**config.mk**
```make
export PLATFORM = sky130hd
export DESIGN_NAME = text_console
export DESIGN_NICKNAME = d
export VERILOG_FILES = /design/src/rtl/text_pkg.sv /design/src/rtl/glyph_rom.sv /design/src/rtl/text_console.sv
export SDC_FILE = /design/constraint.sdc
export NUM_CORES = 2
export LEC_CHECK = 0
export CAP_MARGIN = 20
export CORE_MARGIN = 8
export CORE_UTILIZATION = 50
export DETAILED_ROUTE_END_ITERATION = 16
export PLACE_DENSITY = 0.69
export SLEW_MARGIN = 10
export SYNTH_ARGS = -nofsm -noshare
export SYNTH_HDL_FRONTEND = slang
export SYNTH_SLANG_ARGS = --single-unit
```
**constraint.sdc**
```tcl
create_clock -name pixel_clk_in -period 29.7 [get_ports pixel_clk_in]
set_clock_uncertainty 0.2 [all_clocks]
set_input_delay 5.94 -clock pixel_clk_in [delete_from_list [all_inputs] [get_ports pixel_clk_in]]
set_output_delay 5.94 -clock pixel_clk_in [all_outputs]
set_load 0.005 [all_outputs]
```
**src/rtl/text_pkg.sv**
```systemverilog
// Shared types and constants for the text console: FSM states, control codes, pixel latency and the base font.
package text_pkg;

    typedef enum logic [1:0] {
        ST_CLEAR      = 2'd0,
        ST_IDLE       = 2'd1,
        ST_SCROLL_CLR = 2'd2
    } state_e;

    localparam logic [7:0] CHAR_LF    = 8'h0A;
    localparam logic [7:0] CHAR_BS    = 8'h08;
    localparam logic [7:0] CHAR_FF    = 8'h0C;
    localparam logic [7:0] CHAR_SPACE = 8'h20;
    localparam logic [7:0] CHAR_TILDE = 8'h7E;

    localparam int PIX_LATENCY = 4;

    function automatic logic is_printable(input logic [7:0] c);
        return (c >= CHAR_SPACE) && (c <= CHAR_TILDE);
    endfunction

    // 8x16 base font: 'A' is drawn in full, other printables show a hollow box, space and controls are blank.
    function automatic logic [7:0] font8x16(input logic [6:0] idx, input logic [3:0] row);
        logic [7:0] bits;
        bits = 8'h00;
        if (idx == 7'h41) begin
            case (row)
                4'd2:    bits = 8'h10;
                4'd3:    bits = 8'h38;
                4'd4:    bits = 8'h6C;
                4'd5, 4'd6, 4'd8, 4'd9, 4'd10, 4'd11: bits = 8'hC6;
                4'd7:    bits = 8'hFE;
                default: bits = 8'h00;
            endcase
        end else if ((idx > 7'h20) && (idx < 7'h7F)) begin
            if ((row == 4'd2) || (row == 4'd12)) begin
                bits = 8'h7E;
            end else if ((row > 4'd2) && (row < 4'd12)) begin
                bits = 8'h42;
            end
        end
        return bits;
    endfunction

endpackage

```
**src/rtl/glyph_rom.sv**
```systemverilog
// Glyph ROM: 128 glyphs of GLYPH_H rows x GLYPH_W bits (MSB = leftmost pixel), one-cycle registered read.
// The 8x16 base font is resampled by shifts when the glyph size differs; no backpressure.
module glyph_rom
    import text_pkg::*;
#(
    parameter int GLYPH_W = 8,
    parameter int GLYPH_H = 16
) (
    input  logic                       clk_i,
    input  logic                       rst_i,
    input  logic [6:0]                 idx_i,
    input  logic [$clog2(GLYPH_H)-1:0] row_i,
    output logic [GLYPH_W-1:0]         bits_o
);

    localparam int RH = $clog2(GLYPH_H);
    localparam int RW = $clog2(GLYPH_W);

    logic [3:0]         base_row;
    logic [7:0]         base_bits;
    logic [GLYPH_W-1:0] bits_d;
    logic [GLYPH_W-1:0] bits_q;

    always_comb begin
        base_row  = 4'((32'(row_i) * 16) >> RH);
        base_bits = font8x16(idx_i, base_row);
        bits_d    = '0;
        for (int b = 0; b < GLYPH_W; b++) begin
            bits_d[b] = base_bits[3'((b * 8) >> RW)];
        end
    end

    always_ff @(posedge clk_i or posedge rst_i) begin
        if (rst_i) begin
            bits_q <= '0;
        end else begin
            bits_q <= bits_d;
        end
    end

    assign bits_o = bits_q;

endmodule

```
**src/rtl/text_console.sv**
```systemverilog
// Character-grid console: byte stream in (ready low while clearing/scrolling), 4-cycle pixel render pipeline out.
// Optional blinking inverted cursor when TEXT_CURSOR_EN is defined.
module text_console
    import text_pkg::*;
#(
    parameter int COLS         = 32,
    parameter int ROWS         = 8,
    parameter int GLYPH_W      = 8,
    parameter int GLYPH_H      = 16,
    parameter int SCALE_LOG2   = 1,
    parameter int BLINK_FRAMES = 30
) (
    input  logic                      pixel_clk_in,
    input  logic                      rst_in,
    input  logic [10:0]               hcount_in,
    input  logic [9:0]                vcount_in,
    input  logic                      nf_in,
    input  logic [10:0]               x_in,
    input  logic [9:0]                y_in,
    input  logic [23:0]               fg_color_in,
    input  logic [23:0]               bg_color_in,
    input  logic                      bg_en_in,
    input  logic                      char_valid_in,
    input  logic [7:0]                char_in,
    output logic                      char_ready_out,
    output logic [$clog2(COLS)-1:0]   cursor_col_out,
    output logic [$clog2(ROWS)-1:0]   cursor_row_out,
    output logic [7:0]                red_out,
    output logic [7:0]                green_out,
    output logic [7:0]                blue_out,
    output logic                      hit_out
);

    localparam int CW    = $clog2(COLS);
    localparam int RWD   = $clog2(ROWS);
    localparam int CELLS = COLS * ROWS;
    localparam int AW    = $clog2(CELLS);
    localparam int GWL   = $clog2(GLYPH_W);
    localparam int GHL   = $clog2(GLYPH_H);
    localparam int BOX_W = (COLS * GLYPH_W) << SCALE_LOG2;
    localparam int BOX_H = (ROWS * GLYPH_H) << SCALE_LOG2;

    logic [7:0] buf_mem [CELLS];

    state_e         state_q, state_d;
    logic [CW-1:0]  col_q, col_d;
    logic [RWD-1:0] row_q, row_d;
    logic [RWD-1:0] top_q, top_d;
    logic [AW-1:0]  cnt_q, cnt_d;
    logic           we;
    logic [AW-1:0]  waddr;
    logic [7:0]     wdata;
    logic           adv_row;

    function automatic logic [RWD-1:0] wrap_row(input logic [RWD-1:0] a, input logic [RWD-1:0] b);
        logic [RWD:0] sum;
        sum = {1'b0, a} + {1'b0, b};
        if (sum >= (RWD+1)'(ROWS)) begin
            sum = sum - (RWD+1)'(ROWS);
        end
        return sum[RWD-1:0];
    endfunction

    function automatic logic [AW-1:0] cell_addr(input logic [RWD-1:0] prow, input logic [CW-1:0] col);
        return AW'(int'(prow) * COLS + int'(col));
    endfunction

    always_comb begin
        state_d = state_q;
        col_d   = col_q;
        row_d   = row_q;
        top_d   = top_q;
        cnt_d   = cnt_q;
        we      = 1'b0;
        waddr   = cell_addr(wrap_row(row_q, top_q), col_q);
        wdata   = CHAR_SPACE;
        adv_row = 1'b0;
        unique case (state_q)
            ST_CLEAR: begin
                we    = 1'b1;
                waddr = cnt_q;
                if (cnt_q == AW'(CELLS - 1)) begin
                    state_d = ST_IDLE;
                    cnt_d   = '0;
                    col_d   = '0;
                    row_d   = '0;
                end else begin
                    cnt_d = cnt_q + AW'(1);
                end
            end
            ST_SCROLL_CLR: begin
                // top_q already points past the old first row, which is now the bottom row.
                we    = 1'b1;
                waddr = cell_addr(wrap_row(RWD'(ROWS - 1), top_q), CW'(cnt_q));
                if (cnt_q == AW'(COLS - 1)) begin
                    state_d = ST_IDLE;
                    cnt_d   = '0;
                end else begin
                    cnt_d = cnt_q + AW'(1);
                end
            end
            ST_IDLE: begin
                if (char_valid_in) begin
                    if (is_printable(char_in)) begin
                        we    = 1'b1;
                        wdata = char_in;
                        if (col_q == CW'(COLS - 1)) begin
                            col_d   = '0;
                            adv_row = 1'b1;
                        end else begin
                            col_d = col_q + CW'(1);
                        end
                    end else if (char_in == CHAR_LF) begin
                        col_d   = '0;
                        adv_row = 1'b1;
                    end else if (char_in == CHAR_BS) begin
                        if (col_q != '0) begin
                            col_d = col_q - CW'(1);
                            we    = 1'b1;
                            waddr = cell_addr(wrap_row(row_q, top_q), col_q - CW'(1));
                        end
                    end else if (char_in == CHAR_FF) begin
                        state_d = ST_CLEAR;
                        top_d   = '0;
                        cnt_d   = '0;
                    end
                end
            end
            default: state_d = ST_CLEAR;
        endcase
        if (adv_row) begin
            if (row_q == RWD'(ROWS - 1)) begin
                top_d   = wrap_row(RWD'(1), top_q);
                state_d = ST_SCROLL_CLR;
                cnt_d   = '0;
            end else begin
                row_d = row_q + RWD'(1);
            end
        end
    end

    always_ff @(posedge pixel_clk_in or posedge rst_in) begin
        if (rst_in) begin
            state_q <= ST_CLEAR;
            col_q   <= '0;
            row_q   <= '0;
            top_q   <= '0;
            cnt_q   <= '0;
        end else begin
            state_q <= state_d;
            col_q   <= col_d;
            row_q   <= row_d;
            top_q   <= top_d;
            cnt_q   <= cnt_d;
        end
    end

    always_ff @(posedge pixel_clk_in) begin
        if (we) begin
            buf_mem[waddr] <= wdata;
        end
    end

    assign char_ready_out = (state_q == ST_IDLE);
    assign cursor_col_out = col_q;
    assign cursor_row_out = row_q;

    logic [11:0]    rel_x, rel_y;
    logic           in_box;
    logic [CW-1:0]  cell_c;
    logic [RWD-1:0] cell_r;
    logic           cur_cell;

    assign rel_x  = {1'b0, hcount_in} - {1'b0, x_in};
    assign rel_y  = {2'b00, vcount_in} - {2'b00, y_in};
    assign in_box = (hcount_in >= x_in) && (vcount_in >= y_in) &&
                    (rel_x < 12'(BOX_W)) && (rel_y < 12'(BOX_H));
    assign cell_c = CW'(rel_x >> (SCALE_LOG2 + GWL));
    assign cell_r = RWD'(rel_y >> (SCALE_LOG2 + GHL));

`ifdef TEXT_CURSOR_EN
    localparam int FW = $clog2(BLINK_FRAMES + 1);
    logic [FW-1:0] frame_q;
    logic          blink_q;

    always_ff @(posedge pixel_clk_in or posedge rst_in) begin
        if (rst_in) begin
            frame_q <= '0;
            blink_q <= 1'b1;
        end else if (nf_in) begin
            if (frame_q == FW'(BLINK_FRAMES - 1)) begin
                frame_q <= '0;
                blink_q <= ~blink_q;
            end else begin
                frame_q <= frame_q + FW'(1);
            end
        end
    end

    assign cur_cell = blink_q && (cell_c == col_q) && (cell_r == row_q);
`else
    localparam int unused_blink_frames = BLINK_FRAMES;
    logic unused_nf;
    assign unused_nf = nf_in;
    assign cur_cell  = 1'b0;
`endif

    logic           s1_vld_q, s2_vld_q, s3_vld_q;
    logic           s1_inv_q, s2_inv_q, s3_inv_q;
    logic [AW-1:0]  s1_addr_q;
    logic [GWL-1:0] s1_gx_q, s2_gx_q, s3_gx_q;
    logic [GHL-1:0] s1_gy_q, s2_gy_q;
    logic [6:0]     s2_ch_q;
    logic [GLYPH_W-1:0] rom_bits;
    logic           pix_bit;
    logic [23:0]    rgb_d, rgb_q;
    logic           hit_d, hit_q;

    always_ff @(posedge pixel_clk_in or posedge rst_in) begin
        if (rst_in) begin
            s1_vld_q  <= 1'b0;
            s1_inv_q  <= 1'b0;
            s1_addr_q <= '0;
            s1_gx_q   <= '0;
            s1_gy_q   <= '0;
            s2_vld_q  <= 1'b0;
            s2_inv_q  <= 1'b0;
            s2_ch_q   <= '0;
            s2_gx_q   <= '0;
            s2_gy_q   <= '0;
            s3_vld_q  <= 1'b0;
            s3_inv_q  <= 1'b0;
            s3_gx_q   <= '0;
            rgb_q     <= '0;
            hit_q     <= 1'b0;
        end else begin
            s1_vld_q  <= in_box;
            s1_inv_q  <= cur_cell;
            s1_addr_q <= cell_addr(wrap_row(cell_r, top_q), cell_c);
            s1_gx_q   <= GWL'(rel_x >> SCALE_LOG2);
            s1_gy_q   <= GHL'(rel_y >> SCALE_LOG2);
            s2_vld_q  <= s1_vld_q;
            s2_inv_q  <= s1_inv_q;
            s2_ch_q   <= buf_mem[s1_addr_q][6:0];
            s2_gx_q   <= s1_gx_q;
            s2_gy_q   <= s1_gy_q;
            s3_vld_q  <= s2_vld_q;
            s3_inv_q  <= s2_inv_q;
            s3_gx_q   <= s2_gx_q;
            rgb_q     <= rgb_d;
            hit_q     <= hit_d;
        end
    end

    glyph_rom #(
        .GLYPH_W (GLYPH_W),
        .GLYPH_H (GLYPH_H)
    ) u_rom (
        .clk_i  (pixel_clk_in),
        .rst_i  (rst_in),
        .idx_i  (s2_ch_q),
        .row_i  (s2_gy_q),
        .bits_o (rom_bits)
    );

    assign pix_bit = rom_bits[GWL'(GLYPH_W - 1) - s3_gx_q];

    always_comb begin
        rgb_d = '0;
        hit_d = 1'b0;
        if (s3_vld_q) begin
            if (s3_inv_q) begin
                hit_d = 1'b1;
                rgb_d = pix_bit ? bg_color_in : fg_color_in;
            end else if (pix_bit) begin
                hit_d = 1'b1;
                rgb_d = fg_color_in;
            end else if (bg_en_in) begin
                hit_d = 1'b1;
                rgb_d = bg_color_in;
            end
        end
    end

    assign red_out   = rgb_q[23:16];
    assign green_out = rgb_q[15:8];
    assign blue_out  = rgb_q[7:0];
    assign hit_out   = hit_q;

endmodule

```
-- Word level (Yosys, flattened, before mapping)
Memory sizes are Yosys's and may differ from the RTL's. A register that Yosys moved wholly into a read port is not among the register bits.
Cells that the tools add are included.
- register bits after elaboration: 78
- latch bits: 0
- memory bits (writable): 2048
- ROM bits: 112
- bits of input ports: 103
- output and inout bits: 34
- memories: 2
- memory list (name ; words ; bits a word ; rd ports ; clocked after Yosys merged registers in ; wr ports ; line ; source):
    buf_mem ; 256 ; 8 ; 1 ; 1 ; 1 ; text_console.sv:43 ; logic [7:0] buf_mem [CELLS];
    (name not given) ; 16 ; 7 ; 1 ; 0 ; 0 ; text_pkg.sv:27 ; case (row)
- add/sub/neg operators: 19
- $mul: 0
- divide/modulo/power cells: 0
- magnitude comparators: 15
- equality and inequality tests: 16
- shifts and indexed selects: 0
- muxes and demuxes: 85
- bitwise logic cells: 0
- reduce and logical (&&, ||, !) cells: 12
- operators by type and width (cell ; number):
    8-bit two-way mux ; 17
    24-bit two-way mux ; 3
    3-bit two-way mux ; 23
    8-bit one-hot mux with 3 select lines ; 2
    5-bit two-way mux ; 7
    8-bit by 5-bit adder with 8-bit output ; 4
    8-bit by 4-bit equality test with 1-bit output (second input constant) ; 3
    2-bit two-way mux ; 10
    4-bit >= comparator (second input constant) ; 4
    1-bit two-way mux ; 16
    12-bit by 10-bit less-than comparator with 1-bit output (second input constant) ; 1
    12-bit by 9-bit less-than comparator with 1-bit output (second input constant) ; 1
    4-bit two-way mux ; 3
    11-bit by 11-bit subtractor with 12-bit output ; 1
    3-bit by 1-bit subtractor with 3-bit output (second input constant) ; 4
    11-bit >= comparator ; 1
    10-bit by 10-bit subtractor with 11-bit output ; 1
    10-bit >= comparator ; 1
    5-bit one-hot mux with 2 select lines ; 1
    3-bit by 3-bit adder with 4-bit output ; 2
    8-bit by 1-bit adder with 8-bit output (second input constant) ; 1
    8-bit by 5-bit equality test with 1-bit output (second input constant) ; 1
    8-bit equality test (second input constant) ; 1
    8-bit by 6-bit >= comparator with 1-bit output (second input constant) ; 1
    31 further kinds ; 38

-- Longest topological paths before layout
- depth in word-level cells: 16
- gate-level depth with buffers: 13
- gate-level depth less buffers: 13

-- By module
Synthesis repeated with hierarchy kept, for this count alone.
- cells, all modules: 3814
- area, all modules: 74114.8 um^2
- by module, submodules not included (module ; instances ; cells each ; area an instance (um^2) ; seq. area each (um^2)):
    text_console ; 1 ; 3773 ; 73764.5 ; 55838.6
    glyph_rom ; 1 ; 41 ; 350.3 ; 75.1

-- Worst setup path before layout
Ideal clock, no wire load.
- path kind: input port to flip-flop
- start: in char_in[2]
- end: mem buf_mem[0][6] (data pin)
- library setup time: 4.460 ns
- data arrival time: 28.204 ns
- required time: 25.040 ns
- path slack: -3.164 ns
- cell stages on the path: 3
- buffers on the path: 1
- cells stage by stage: clkbuf_1 -> and4_1 -> a2111oi_0
- cells in the longest elaborated chain, start to end: 5
- elaborated cells between the ends (all ways): 6
- classes of those cells: 2 x order compare; 3 x mux; 1 x reduce/logical
- ends and longest elaborated chain (what ; line ; source):
    start, declared ; text_console.sv:24 ; input logic [7:0] char_in,
    8-bit by 6-bit >= comparator with 1-bit output or 8-bit by 7-bit less-or-equal comparator with 1-bit output (tied branches) ; text_pkg.sv:19 ; return (c >= CHAR_SPACE) && (c <= CHAR_TILDE);
    1-bit logical AND * ; text_pkg.sv:19 ;
    8-bit two-way mux * ; text_console.sv:104 ; if (is_printable(char_in)) begin
    8-bit two-way mux * ; text_console.sv:103 ; if (char_valid_in) begin
    8-bit two-way mux * ; text_console.sv:78 ; unique case (state_q)
    via wdata[6] ; text_console.sv:52 ; logic [7:0] wdata;
    end, declared ; text_console.sv:43 ;
Mark *: on every way through the listed nets, which the timed path passes. The rest lies on a longest branch.

-- Worst setup path after layout
- start: in char_in[2]
- end: mem buf_mem[74][2] (data pin)
- cells in the longest elaborated chain, start to end: 5
- elaborated cells between the ends (all ways): 6
- classes of those cells: 2 x order compare; 3 x mux; 1 x reduce/logical
- ends and longest elaborated chain (what ; line):
    8-bit by 6-bit >= comparator with 1-bit output or 8-bit by 7-bit less-or-equal comparator with 1-bit output (tied branches) ; text_pkg.sv:19
    1-bit logical AND ; text_pkg.sv:19
    8-bit two-way mux * ; text_console.sv:104
    8-bit two-way mux * ; text_console.sv:103
    8-bit two-way mux * ; text_console.sv:78
    via wdata[2] ; text_console.sv:52
Marks and branches as above.

==> run metrics <==
Setup CP Type primary input to flop; YS warnings 0; Avg Cell Area, Syn 19.0 um^2; leading cell type in the layout, fill and taps excluded edfxtp_1; routed wire length 171000 um; Hold Crit Class flop to flop; Vias per Instance 6.09; Die Ht 401 um; largest net degree at the start of global routing 177; power per cell area 68.7 nW/um^2; clock group share of total power 39.8%; Tmin final 10.22 ns; GR Overflow Total 0; Comb pwr share 9.9%; GRT Total Usage 20.7%; maximum clock rate 97.9 MHz; Period Utilization, post-route 34.4%; Synth Cell Area 74200 um^2; n_diodes 0; Synth Register Bits 1876; most frequent cells in the layout edfxtp_1 (1792), mux4_2 (343), nor2_1 (309), mux2i_1 (254), clkbuf_16 (191); antenna viol nets, final 0; Setup TNS 0 ns; leak pwr 23.9 nW; worst-path cell chain clkdlybuf4s50_1 > and4_1 > a311oi_1 > buf_4 > and3_1 > and2_4 > buf_4 > buf_4; delay-heaviest family, CP buffers and inverters; PnR worst setup slack 19.48 ns; # IOs 137; TritonCTS clock tree built; crit end category flop; Placer Congestion 0.832; Max H-tree Level 4; Crit-path slowest cell buf_4; Slew headroom 20.6%; crit path max fanout 99; Worst Max-Slew Pin Slew 1.19 ns; Worst EP arrival 10.45 ns; vias in the first global route 37.9k; Rows 141; crit-path max cell delay 0.96 ns; Int Pwr 4.39 mW; status finished, final reports clean; pre-CTS WS 18.73 ns; # nets final 4204; first drt pass iteration count 6; CTS Hold Bufs 0; clock-pin slew on the worst setup and hold paths 0.06 ns; most used cell, CP buf_4; sw frac 23.4%; clock tree buffer depth 3; EDFF count, synth 1792; first-pass GRT wire length 251000 um; FFs w/ async S/R, synth 4.48%; Mapped Cells 3906; RSZ-0062 raised after global routing no; Sink Count 1876; final instance area 83300 um^2; residual DRC count 0; Layout area overhead 12.4%; CP required 29.93 ns; Post-Syn Nets 4049; Peak VDD IR 78.4 uV; Clock Latency Late Sink 0.81 ns; die area 161000 um^2; Via Count 37.4k; NetSw 1.34 mW; CTS buffer count 184; core box area 147000 um^2; Yosys cell types 70; count of pins over their slew limit 0; share of cells above drive strength 1 16.9%; initial core utilization 50.3%; CP startpoint kind primary input; top_reg_cell synth edfxtp_1; part of the power in registers 50.4%; Post-CTS Setup Inserts 0; initial drt markers 3883; Area after DPL 77500 um^2; clock root buffer clkbuf_16; Buf/Inv on CP 4; Filler cells 11.0k; endpoints failing setup 0; sequential fraction of the synthesis area 75.4%; drt wl/cell 27.8 um; max cap viols 0; Final Hold Fails 0; PostCTS Resize Cnt 0; number of port buffers 135; Chip Width 401 um; post-detail-place hpwl 98900 um; initial antenna violation count 3
==> synthesized netlist by cell type (all sizes together), types with 7 or more instances <==
master     n  area [um^2]
inv       57          214
mux2i    254         2540
mux4     343         7720
o22ai     99          619
edfxtp  1792        53800
a211oi    65          488
nand4     11         68.8
or3       11         68.8
buf      110          617
nand3     28          140
a311oi    12          123
nor2     314         1210
nor2b     11         68.8
clkbuf   110          413
ha        36          450
xnor2     15          131
and2      13         82.6
a21oi     82          410
o21ai     48          240
o221ai    15          131
nand2b    14         87.6
nor3      31          175
a221oi     9         85.1
a22o       8         70.1
and4       8         70.1
a31oi     12         75.1
a22oi     93          698
a21o       7         52.6
nand2    146          588
dfrtp     84         2100
==> power groups by stage <==
stage	clock network (mW)	registers (mW)	logic, mW
6_report	2.28	2.89	0.566
5_1_grt	2.40	2.89	0.597
4_1_cts	2.31	2.89	0.567
3_5_place_dp	0	2.94	0.565
3_3_place_gp	0	2.94	0.560
2_1_floorplan	0	2.93	0.381
==> registers in the layout, indices dropped and copies added, names as in the netlist <==
register / cells
buf_mem: 1792
s1_gy_q: 4
cursor_col_out: 5
hit_out: 1
rgb_q: 24
cnt_q: 8
s1_gx_q: 3
cursor_row_out: 3
s2_gx_q: 3
s2_gy_q: 4
s2_ch_q: 7
s3_vld_q: 1
state_q: 2
s2_vld_q: 1
s1_addr_q: 8
u_rom.bits_o: 3
top_q: 3
s1_vld_q: 1
s3_gx_q: 3
==> area by class of cell <==
type	count	area, um^2	share of cell area, %
flip-flops and latches	1876	55900	67.1
inverters	58	220	0.264
clock buffers	236	4980	5.97
multi-input cells	1752	17100	20.5
repair buffers	189	1830	2.20
clock inverters	100	915	1.10
well taps	1930	2410	2.90
==> metal layers <==
layer  vias to the layer above  GRT usage [%]  wire, um
met1                     19500           28.2     68500
met5                         -              0         0
met4                         0           7.43      6050
met3                       322           4.28     13300
met2                      1423           33.5     82700
li1                      16200              -         -
==> logic make-up after synthesis <==
group,after synthesis,share of synthesized area (%)
AO/OA/AOI/OAI,474,4.33
XOR/XNOR,18,0.213
adder cells (fa/ha/maj),40,0.715
buffers and inverters,278,1.68
flip-flops,1876,75.4
multiplexers,597,13.8
AND/OR/NAND/NOR,623,3.83
==> path summary, 6_finish.rpt <==
check | start | to | slack (ns) | cells past startpoint
max in group asynchronous | rst_in | cursor_col_out[2] | 22.94 | 3
max | char_in[2] | buf_mem[74][2] | 19.48 | 8
min in group asynchronous | rst_in | s2_ch_q[1] | 5.31 | 2
min reg2reg | s1_gy_q[1] | s2_gy_q[1] | 0.14 | 0
max reg2reg | state_q[0] | buf_mem[74][2] | 24.43 | 6
min | s1_gy_q[1] | s2_gy_q[1] | 0.14 | 0
==> per-stage QoR <==
stage	hold slack [ns]	total power [mW]	utilization, %	instances
after floorplan	0.131	3.31	-	3906
after global placement	0.131	3.50	52.5	5803
after detailed placement	0.135	3.51	52.5	5805
after CTS	0.144	5.76	56.5	6141
after global routing	0.148	5.89	56.5	6141
final	0.140	5.73	56.5	6141
Note: power is estimated with default switching activity, not from simulation.
